--- src/rtl/ctrl_cancela.sv ---
// ---------------------------------------------------------------------------
// ctrl_cancela
//   Gate controller for the parking-lot counter path. Grants the single
//   shared barrier sequence to either the entry or the exit side, alternating
//   on simultaneous requests, and issues one count command per completed
//   passage to the BCD occupancy counter. Entry is refused while full.
//
//   Optional feature macro: CTRL_DEBOUNCE_EN
//     defined   -> counter debounce filter on the synchronized pass loops
//     undefined -> synchronizer outputs drive the FSM directly
//
// Parameters
//   TIMEOUT     cycles an unused barrier stays open before giving up
//   DEB_CYCLES  stable cycles required by the debounce filter
//
// Ports
//   clk          system clock, rising edge
//   reset        asynchronous, active-high
//   req_ent      vehicle at the entry loop (async)
//   pass_ent     vehicle under/after the entry barrier (async)
//   req_sai      vehicle at the exit loop (async)
//   pass_sai     vehicle under/after the exit barrier (async)
//   cheio        occupancy counter at capacity
//   cancela_ent  entry barrier open
//   cancela_sai  exit barrier open
//   somar        count enable, one-cycle pulse
//   decrem       count direction, 1 = decrement (valid with somar)
//   lotado       registered copy of cheio
//   ocupado      FSM busy (not IDLE)
//
// State        | meaning
// -------------+-----------------------------------------------------------
// IDLE         | barriers closed, arbitrating pending requests
// ABRE_ENT     | entry barrier open, waiting for the car (timed)
// PASSA_ENT    | car under the entry barrier, no timeout
// CONTA_ENT    | entry barrier closed, increment pulse
// ABRE_SAI     | exit barrier open, waiting for the car (timed)
// PASSA_SAI    | car under the exit barrier, no timeout
// CONTA_SAI    | exit barrier closed, decrement pulse
// ---------------------------------------------------------------------------
module ctrl_cancela #(
    parameter int unsigned TIMEOUT    = 250_000_000,
    parameter int unsigned DEB_CYCLES = 50_000
) (
    input  logic clk,
    input  logic reset,
    input  logic req_ent,
    input  logic pass_ent,
    input  logic req_sai,
    input  logic pass_sai,
    input  logic cheio,
    output logic cancela_ent,
    output logic cancela_sai,
    output logic somar,
    output logic decrem,
    output logic lotado,
    output logic ocupado
);

    typedef enum logic [2:0] {
        IDLE,
        ABRE_ENT,
        PASSA_ENT,
        CONTA_ENT,
        ABRE_SAI,
        PASSA_SAI,
        CONTA_SAI
    } state_t;

    localparam int TW = (TIMEOUT > 1) ? $clog2(TIMEOUT) : 1;
    localparam logic [TW-1:0] T_LAST = TW'(TIMEOUT - 1);

    // bit order: 0 req_ent, 1 pass_ent, 2 req_sai, 3 pass_sai
    logic [3:0] sync1, sync2;

    state_t        state, state_next;
    logic [TW-1:0] timer, timer_next;
    logic          ult_grant, ult_next;   // 0: entry served last, 1: exit
    logic          p_ent, p_sai;
    logic          elig_ent, elig_sai;

    always_ff @(posedge clk or posedge reset) begin
        if (reset) begin
            sync1 <= '0;
            sync2 <= '0;
        end else begin
            sync1 <= {pass_sai, req_sai, pass_ent, req_ent};
            sync2 <= sync1;
        end
    end

`ifdef CTRL_DEBOUNCE_EN
    localparam int DW = (DEB_CYCLES > 1) ? $clog2(DEB_CYCLES) : 1;
    localparam logic [DW-1:0] DEB_LAST = DW'(DEB_CYCLES - 1);

    logic [1:0]    pass_raw, pass_filt;
    logic [DW-1:0] deb_cnt [2];

    assign pass_raw = {sync2[3], sync2[1]};

    // The count restarts whenever raw agrees with the filtered level, so the
    // output only moves after DEB_CYCLES consecutive cycles of disagreement.
    always_ff @(posedge clk or posedge reset) begin
        if (reset) begin
            pass_filt  <= '0;
            deb_cnt[0] <= '0;
            deb_cnt[1] <= '0;
        end else begin
            for (int i = 0; i < 2; i++) begin
                if (pass_raw[i] == pass_filt[i]) begin
                    deb_cnt[i] <= '0;
                end else if (deb_cnt[i] == DEB_LAST) begin
                    pass_filt[i] <= pass_raw[i];
                    deb_cnt[i]   <= '0;
                end else begin
                    deb_cnt[i] <= deb_cnt[i] + 1'b1;
                end
            end
        end
    end

    assign p_ent = pass_filt[0];
    assign p_sai = pass_filt[1];
`else
    logic unused_deb;
    assign unused_deb = ^DEB_CYCLES;
    assign p_ent      = sync2[1];
    assign p_sai      = sync2[3];
`endif

    // cheio comes from synchronous occupancy logic, so it is used unsynced
    assign elig_ent = sync2[0] & ~cheio;
    assign elig_sai = sync2[2];

    always_ff @(posedge clk or posedge reset) begin
        if (reset) begin
            state     <= IDLE;
            timer     <= '0;
            ult_grant <= 1'b0;
            lotado    <= 1'b0;
        end else begin
            state     <= state_next;
            timer     <= timer_next;
            ult_grant <= ult_next;
            lotado    <= cheio;
        end
    end

    always_comb begin
        state_next = state;
        timer_next = '0;
        ult_next   = ult_grant;
        case (state)
            IDLE: begin
                if (elig_ent && elig_sai) begin
                    if (ult_grant) begin
                        state_next = ABRE_ENT;
                        ult_next   = 1'b0;
                    end else begin
                        state_next = ABRE_SAI;
                        ult_next   = 1'b1;
                    end
                end else if (elig_ent) begin
                    state_next = ABRE_ENT;
                    ult_next   = 1'b0;
                end else if (elig_sai) begin
                    state_next = ABRE_SAI;
                    ult_next   = 1'b1;
                end
            end
            ABRE_ENT: begin
                if (p_ent) begin
                    state_next = PASSA_ENT;
                end else if (timer == T_LAST) begin
                    state_next = IDLE;
                end else begin
                    timer_next = timer + 1'b1;
                end
            end
            PASSA_ENT: begin
                if (!p_ent) begin
                    state_next = CONTA_ENT;
                end
            end
            CONTA_ENT: begin
                state_next = IDLE;
            end
            ABRE_SAI: begin
                if (p_sai) begin
                    state_next = PASSA_SAI;
                end else if (timer == T_LAST) begin
                    state_next = IDLE;
                end else begin
                    timer_next = timer + 1'b1;
                end
            end
            PASSA_SAI: begin
                if (!p_sai) begin
                    state_next = CONTA_SAI;
                end
            end
            CONTA_SAI: begin
                state_next = IDLE;
            end
            default: begin
                state_next = IDLE;
            end
        endcase
    end

    // Decoded straight from the state register: glitch-free and cleared the
    // moment reset forces IDLE.
    assign cancela_ent = (state == ABRE_ENT) || (state == PASSA_ENT);
    assign cancela_sai = (state == ABRE_SAI) || (state == PASSA_SAI);
    assign somar       = (state == CONTA_ENT) || (state == CONTA_SAI);
    assign decrem      = (state == CONTA_SAI);
    assign ocupado     = (state != IDLE);

endmodule

--- config.mk ---
export PLATFORM = sky130hd
export DESIGN_NAME = ctrl_cancela
export DESIGN_NICKNAME = d
export VERILOG_FILES = /design/src/rtl/ctrl_cancela.sv
export SDC_FILE = /design/constraint.sdc
export NUM_CORES = 1
export LEC_CHECK = 0
export BUFFER_PORTS_ARGS = -buffer_cell sky130_fd_sc_hd__buf_2
export CAP_MARGIN = 25
export CORE_MARGIN = 10
export CORE_UTILIZATION = 40
export DETAILED_ROUTE_END_ITERATION = 6
export PLACE_DENSITY = 0.59
export SYNTH_ARGS = -nofsm -noshare
export SYNTH_HDL_FRONTEND = slang
export SYNTH_SLANG_ARGS = --single-unit
--- constraint.sdc ---
create_clock -name clk -period 2.1 [get_ports clk]
set_clock_uncertainty 0.15 [all_clocks]
set_input_delay 0.42 -clock clk [delete_from_list [all_inputs] [get_ports clk]]
set_output_delay 0.42 -clock clk [all_outputs]
set_load 0.02 [all_outputs]
# After elaboration in Yosys (flattened, before gate mapping)

Cells that the tools add are included.

Add/subtract/negate cells: 1
Equal/unequal tests: 10
Muxes and demuxes: 18
Bitwise gates (word level): 2
Reduce and logical (&&, ||, !) cells: 9

Operator list:

| kind                                                             | count |
|---|---|
| 28-bit 2-to-1 mux                                                | 3 |
| 28-bit one-hot mux with 2 select lines                           | 1 |
| 28-bit by 1-bit adder with 28-bit output (second input constant) | 1 |
| 28-bit == test (second input constant)                           | 1 |
| 3-bit 2-to-1 mux                                                 | 9 |
| 3-bit one-hot mux with 5 select lines                            | 1 |
| 3-bit == test (second input constant)                            | 3 |
| 3-bit by 2-bit == test with 1-bit output (second input constant) | 2 |
| 3-bit nonzero test                                               | 2 |
| 1-bit 2-to-1 mux                                                 | 4 |
| 2-bit != test (second input constant)                            | 2 |
| 4-bit != test (second input constant)                            | 1 |
| 3-bit by 1-bit == test with 1-bit output (second input constant) | 1 |
| 3-bit zero test                                                  | 1 |
| 1-bit logical OR                                                 | 3 |
| 3-bit AND reduction                                              | 1 |
| 2-bit AND reduction                                              | 1 |
| 1-bit AND                                                        | 1 |
| 1-bit logical AND                                                | 1 |
| 1-bit inverter                                                   | 1 |

Bits in registers: 41
Bits of input ports: 7
Output and inout port bits: 6
Logic and storage cells: 46

# Longest topological paths before layout

Gate-level depths: netlist (run 1).

Depth after elaboration: 5
Mapped depth: 6

# Worst setup path before layout (run 1)

No wires, ideal clock.

Path kind: reg2reg
From: reg timer[3]
To: reg state[2]
Library setup time: 0.122 ns
Data arrival time: 1.631 ns
Data required time: 1.828 ns
Setup slack: 0.197 ns
Cell stages (with the launch flop): 6
Path buffers: 1
Clock period less this slack: 1.903 ns
Cell sequence: dfrtp_1 and4_4 nand4_4 buf_6 or4b_1 a32o_1

Word-level cells in the longest chain between the ends: 4
Elaborated cells between the ends (all ways): 5

RTL lines:

| what                                      | RTL line | RTL |
|---|---|---|
| start: declaration                        | 77       | `logic [TW-1:0] timer, timer_next;` |
| start signal: assignment                  | 143      | `timer <= timer_next;` |
| 28-bit == test (*)                        | 174, 191 |  |
| 3-bit 2-to-1 mux (*)                      | -        |  |
| 3-bit 2-to-1 mux (on tied branches)       | -        |  |
| 3-bit one-hot mux with 5 select lines (*) | -        |  |
| end signal: assignment                    | 142      | `state <= state_next;` |
| end: declaration                          | 76       | `state_t state, state_next;` |

Every way passes the cells marked *; elsewhere a longest branch is shown, timed or not.
A chain may end at the register's enable or synchronous reset.

# Worst setup path in the final report (run 1)

From: reg timer[19]
To: reg timer[27]

Word-level cells in the longest chain between the ends: 4
Elaborated cells between the ends (all ways): 6

RTL lines:

| what                                                                       | RTL line | RTL |
|---|---|---|
| 28-bit by 1-bit adder with 28-bit output or 28-bit == test (tied branches) | -        |  |
| 28-bit 2-to-1 mux (*)                                                      | 174, 191 |  |
| 28-bit 2-to-1 mux (on tied branches)                                       | 189, 172 |  |
| 28-bit one-hot mux with 2 select lines (*)                                 | 153      | `case (state)` |
| via timer_next[27]                                                         | 77       |  |

Mark *: on every way through the listed nets, which the timed path passes. The rest lies on a longest branch.

==> reports/qor.yml, run 1 <==
cts.path.max_buffers: 2
crit_fanout: 6
die_h_um: 91.7
synth.top_cell.area_share: 0.499
fin_crit_sh: 0.961
drt-total-wl_mm: 4.27
diodes: 0
maxCapViolations: 0
ys_ff_latch: 41
ir_drop_mv: 0.485
worst_slew_pin_slew_ns: 0.521
synth.avg_cell_area_um2: 10.2
synth_ff_type: "dfrtp_1"
clk_latency_ns: 0.30
num_rows: 26
syn-cell-area_um2: 2060
rr_startpoint: "timer[19]$_DFF_PP0_"
ys_seq_area_frac: 0.499
r2r-end: "timer[27]$_DFF_PP0_"
async_flop_share: 1.00
synth.area.top_cells: "dfrtp_1 (50%), nand4_1 (4.0%), xor2_1 (3.8%), a21oi_1 (3.7%), nor2_1 (3.3%)"
timing.reg2reg.setup_slack_ns: 0.08
synth_edf_count: 0
synthDistinctLibCells: 42
slowest_stage: "or4_4"
yosysMostFrequentCell: "dfrtp_1"
p_leak_nw: 0.969
cts_tree: "yes"
grt_pass1_wl_mm: 7.46
rsz0062_at_grt: "false"
io_pins: 13
p_per_area_nw_per_um2: 827
synthTopCellsByCount: "dfrtp_1 (41), nor2_1 (18), a21oi_1 (15)"
area_growth_pct: 15.6
cts_root_buffer: "clkbuf_8"
fp.dieW_um: 91.7
cts-buffers-inserted: 5
cts.sinks: 41
drtIter0Drc: 107
arrival_ns: 2.10
synth_top_cell_by_area: "dfrtp_1"
ant_nets: 0
whs_path_depth: 1
die_area_um2: 8410
setup_viol_count_final: 0
crit_path_start_kind: "flop"
fmax_mhz: 496
wl_per_cell_um: 14.3
outcome: "finished, final reports clean"
clkTransAtPathRegs_ns: 0.09
worstHoldStart: "pass_sai"
crit_path_max_incr_delay_ns: 0.57
yosysWarnings: 0
cpMostUsedCell: "or4_4"
drv_slew: 0
port_buffers: 12
vias_per_cell: 5.25
reg2regPathDepth: 4
nNetsFinal: 236
track_usage: 0.107
antenna_found_initial: 0
place_hpwl_mm: 2.97
drc: 0
cts_max_level: 2
syn_inst: 202
num_vias: 1571
grt_max_degree: 42
start_util: 0.408
relSlewSlack: 0.653
firstDrtPassIters: 4
synth_fp_nets: 210
crit_type: "reg -> reg"
coreArea_um2: 5040
hold_path_class: "in -> reg"
cp.required_ns: 2.18
gp_congestion: 0.791
drive_gt1_frac: 0.197
finalHoldViolCount: 0
tns_ns: 0
cp_cell_sequence: "nand2_1 -> or4_4 -> or4_4 -> a21oi_2"
endpoint_kind: "flop"
period_minus_slack_ns: 2.02
grt_pass1_vias: 1532
min_to: "sync1[3]$_DFF_PP0_"
holdBufCountCts: 0
worstSetupStartpoint: "timer[19]$_DFF_PP0_"
final_util: 0.471
grt_overflow: 0
-- metal layers --
metal	GRT usage	up-vias	routed length [um]
met3	0.0269	6	147
met1	0.138	752	2060
li1	-	791	-
met2	0.168	22	2000
met5	0	-	0
met4	0.0386	0	58
-- timing repair --
| item | in CTS | in global routing |
|---|---|---|
| gates resized for setup | 0 | 1 |
| setup buffers | 0 | 2 |
| endpoints found under the setup margin | 0 | 2 |
-- cells in the final DEF (no fill, tap or decap), types with 2 or more instances in the layout --
master,synthesis,layout
dfrtp_1,41,41
nor2_1,18,18
a21oi_1,15,15
buf_4,3,14
nand4_1,13,13
buf_2,0,12
nand2_1,11,11
xor2_1,9,9
nand3_1,8,8
and3_1,7,7
o31ai_1,7,7
or4_1,7,7
o21ai_0,7,7
or3_1,7,7
inv_1,6,6
xnor2_1,5,5
clkbuf_8,0,5
or3b_1,2,2
a21oi_2,2,2
and2_1,2,2
nor2b_1,2,2
nor3_1,2,2
or4_4,2,2
nand2b_1,2,2
a31oi_1,2,2
inv_6,0,2
-- critical path: cells and delay by family, from the launching register on --
family           cells  cell delay, ns
AND/OR/NAND/NOR      3            1.19
flip-flops           1            0.47
AO/OA/AOI/OAI        1            0.14
-- registers in the layout, summed over array words and instances (netlist names) --
signal	flops
lotado	1
ult_grant	1
timer	28
state	3
sync1	4
sync2	4
-- metrics by stage --
stage | hold WS [ns] | setup WS (ns) | instance area [um^2] | power (mW) | cells
global route | 0.0503 | 0.0162 | 2380 | 2.09 | 299
floorplan | 0.181 | 0.197 | 2060 | 1.28 | 202
detailed placement | 0.187 | 0.119 | 2260 | 1.43 | 289
CTS | 0.0580 | 0.0974 | 2350 | 2.00 | 297
finish | 0.0673 | 0.0828 | 2380 | 1.96 | 299
global placement | 0.182 | 0.114 | 2260 | 1.43 | 289
-- report_power, final --
part,internal (mW),leakage (nW),switching (mW)
Sequential,0.843,0.543,0.0945
Clock,0.251,0.0511,0.310
Combinational,0.202,0.375,0.265
Total,1.30,0.969,0.669
-- logic make-up after synthesis --
logic type,share of synthesized area
and+or+nand+nor,0.277
DFF,0.499
AOI/OAI and AO/OA,0.120
xor gates and xnor gates,0.0596
buffers and inverters,0.0383
adders and majority gates,0.00609
-- worst max path at each step --
stage | endpoint | slack, ns | depth (start not counted)
6_report | timer[27]$_DFF_PP0_ | 0.08 | 4
3_5_place_dp | timer[27]$_DFF_PP0_ | 0.12 | 4
3_3_place_gp | timer[27]$_DFF_PP0_ | 0.11 | 4
5_1_grt | timer[13]$_DFF_PP0_ | 0.02 | 6
2_1_floorplan | state[2]$_DFFE_PP0P_ | 0.20 | 5
4_1_cts | timer[27]$_DFF_PP0_ | 0.1 | 4
-- final cells by class --
| class | count | area (um^2) |
|---|---|---|
| Sequential cell | 41 | 1030 |
| Clock buffer | 5 | 68.8 |
| Tap cell | 70 | 87.6 |
| Timing Repair Buffer | 27 | 185 |
| Fill cell | 500 | 2670 |
| Clock inverter | 3 | 28.8 |
| Multi-Input combinational cell | 147 | 957 |
| Inverter | 6 | 22.5 |
No activity file was read; power rests on OpenSTA's default activity.
==> run 2, diff against run 1 <==
- SETUP_SLACK_MARGIN: unset -> 0.1
==> run 2 against run 1 <==
Against the previous run: sequential power hardly changed; routed wire length is 1.1% higher; non-clock buffer count is 1 higher; critical path depth stayed put; register-to-register slack better by 0.05 ns; critical path type unchanged; highest routed layer unchanged.
==> reports/qor.yml, run 2 (same netlist as run 1, synthesis figures left out) <==
track_usage: 0.107  # unchanged
place_hpwl_mm: 2.97  # unchanged
crit_type: "reg -> reg"
relSlewSlack: 0.651  # -0.00216
hold_path_class: "in -> reg"
worst_slew_pin_slew_ns: 0.524  # +0.00324 ns
drive_gt1_frac: 0.235  # +0.0383
cts.sinks: 41  # unchanged
crit_path_max_incr_delay_ns: 0.54  # -0.03 ns
clk_latency_ns: 0.30  # about the same
place_inst: 289  # unchanged
holdBufCountCts: 0  # unchanged
cp_cell_sequence: "nand3_1 -> or4_4 -> or4_4 -> a21oi_2"
nNetsFinal: 237  # +0.42%
crit_fanout: 7  # +1
clkTransAtPathRegs_ns: 0.09  # about the same
cts-buffers-inserted: 5  # unchanged
finalHoldViolCount: 0  # unchanged
reg_top3: "timer: 28 flops, sync1: 4 flops, sync2: 4 flops"
vias_per_cell: 5.27  # +0.36%
largest_register_ffs: 28  # unchanged
dpl_cell_area_um2: 2260  # unchanged
slowest_stage: "or4_4"
cts.path.max_buffers: 2  # unchanged
ant_nets: 0  # unchanged
cts_tree: "yes"
grt_overflow: 0  # unchanged
final_area_um2: 2400  # +1.1%
num_rows: 26  # unchanged
p_leak_nw: 0.968  # -0.11%
grt_pass1_vias: 1532  # unchanged
drtIter0Drc: 96  # -10%
gp_congestion: 0.791  # unchanged
rsz0062_at_grt: "true"
num_vias: 1582  # +0.70%
path_delay_family: "simple AND/OR/NAND/NOR gates"
antenna_found_initial: 0  # unchanged
start_util: 0.408  # unchanged
instances_no_fill: 300  # +0.33%
outcome: "finished, final reports clean"
diodes: 0  # unchanged
drt-total-wl_mm: 4.32  # +1.1%
final_common_cell: "dfrtp_1"
coreArea_um2: 5040  # unchanged
die_h_um: 91.7  # unchanged
fmax_mhz: 508  # +2.5%
grt_max_degree: 42  # unchanged
die_area_um2: 8410  # unchanged
cts_root_buffer: "clkbuf_8"
setup_viol_count_final: 0  # unchanged
cts_max_level: 2  # unchanged
period_minus_slack_ns: 1.97  # -0.0488 ns
fp.dieW_um: 91.7  # unchanged
critical_path_buf_inv_count: 0  # unchanged
area_growth_pct: 16.8
io_pins: 13  # unchanged
port_buffers: 12  # unchanged
top_register: "timer"
maxCapViolations: 0  # unchanged
crit_path_start_kind: "flop"
fin_crit_sh: 0.937  # -0.0232
tns_ns: 0  # unchanged
drv_slew: 0  # unchanged
final_cell_mix: "dfrtp_1 (36), nor2_1 (18), a21oi_1 (15), buf_4 (15), nand4_1 (13)"
ir_drop_mv: 0.484  # about the same
arrival_ns: 2.05  # -0.05 ns
cp.required_ns: 2.18  # about the same
drc: 0  # unchanged
p_per_area_nw_per_um2: 819  # -0.93%
cpMostUsedCell: "or4_4"
wl_per_cell_um: 14.4  # +0.81%
grt_pass1_wl_mm: 7.46  # unchanged
total_power_mw: 1.97  # +0.11%
fill_cells: 494  # -1.2%
timing.reg2reg.setup_slack_ns: 0.13  # +0.05 ns
firstDrtPassIters: 4  # unchanged
endpoint_kind: "flop"
==> run 2: power breakdown <==
part           internal (mW)  switching (mW)  leakage (nW)  total (mW)
clock network          0.251           0.311        0.0511       0.561
registers              0.843          0.0943         0.535       0.937
logic                  0.202           0.266         0.382       0.468
total                   1.30           0.671         0.968        1.97
==> run 2: layer usage <==
metal  GRT usage  part of all wire  routed length (um)
met2       0.168              0.47                2010
met4      0.0386             0.013                  56
met3      0.0269             0.024                 105
met1       0.138              0.50                2140
met5           0                 0                   0
==> run 2: through the flow <==
stage / utilization / hold WS (ns) / setup slack [ns]
after detailed placement: 0.448 / 0.187 / 0.119
after CTS: 0.467 / 0.0580 / 0.131
after global routing: 0.476 / 0.0503 / 0.0301
final: 0.476 / 0.0668 / 0.132
after floorplan: - / 0.181 / 0.197
after global placement: 0.448 / 0.182 / 0.114
==> run 2: worst paths after layout <==
kind / from / to / depth (start not counted)
max: timer[13]$_DFF_PP0_ / timer[27]$_DFF_PP0_ / 4
min: pass_sai / sync1[3]$_DFF_PP0_ / 1
max reg2reg: timer[13]$_DFF_PP0_ / timer[27]$_DFF_PP0_ / 4
min reg2reg: sync1[0]$_DFF_PP0_ / sync2[0]$_DFF_PP0_ / 0
max in group asynchronous: reset / timer[19]$_DFF_PP0_ / 3
min in group asynchronous: reset / sync2[0]$_DFF_PP0_ / 3
==> run 2: what timing repair did <==
| item | 4_1_cts | 5_1_grt |
|---|---|---|
| endpoints found under the setup margin | 1 | 29 |
| cloned | 0 | 0 |
| resized for setup | 1 | 8 |
| setup buffers | 0 | 3 |
| pin swaps | 0 | 2 |
==> run 2: layout make-up <==
cell class / count / area, um^2 / share of cell area
Sequential cell: 41 / 1030 / 0.430
Multi-Input combinational cell: 147 / 968 / 0.403
Timing Repair Buffer: 28 / 193 / 0.0803
Tap cell: 70 / 87.6 / 0.0365
Clock buffer: 5 / 68.8 / 0.0287
Clock inverter: 3 / 28.8 / 0.0120
Inverter: 6 / 22.5 / 0.00938
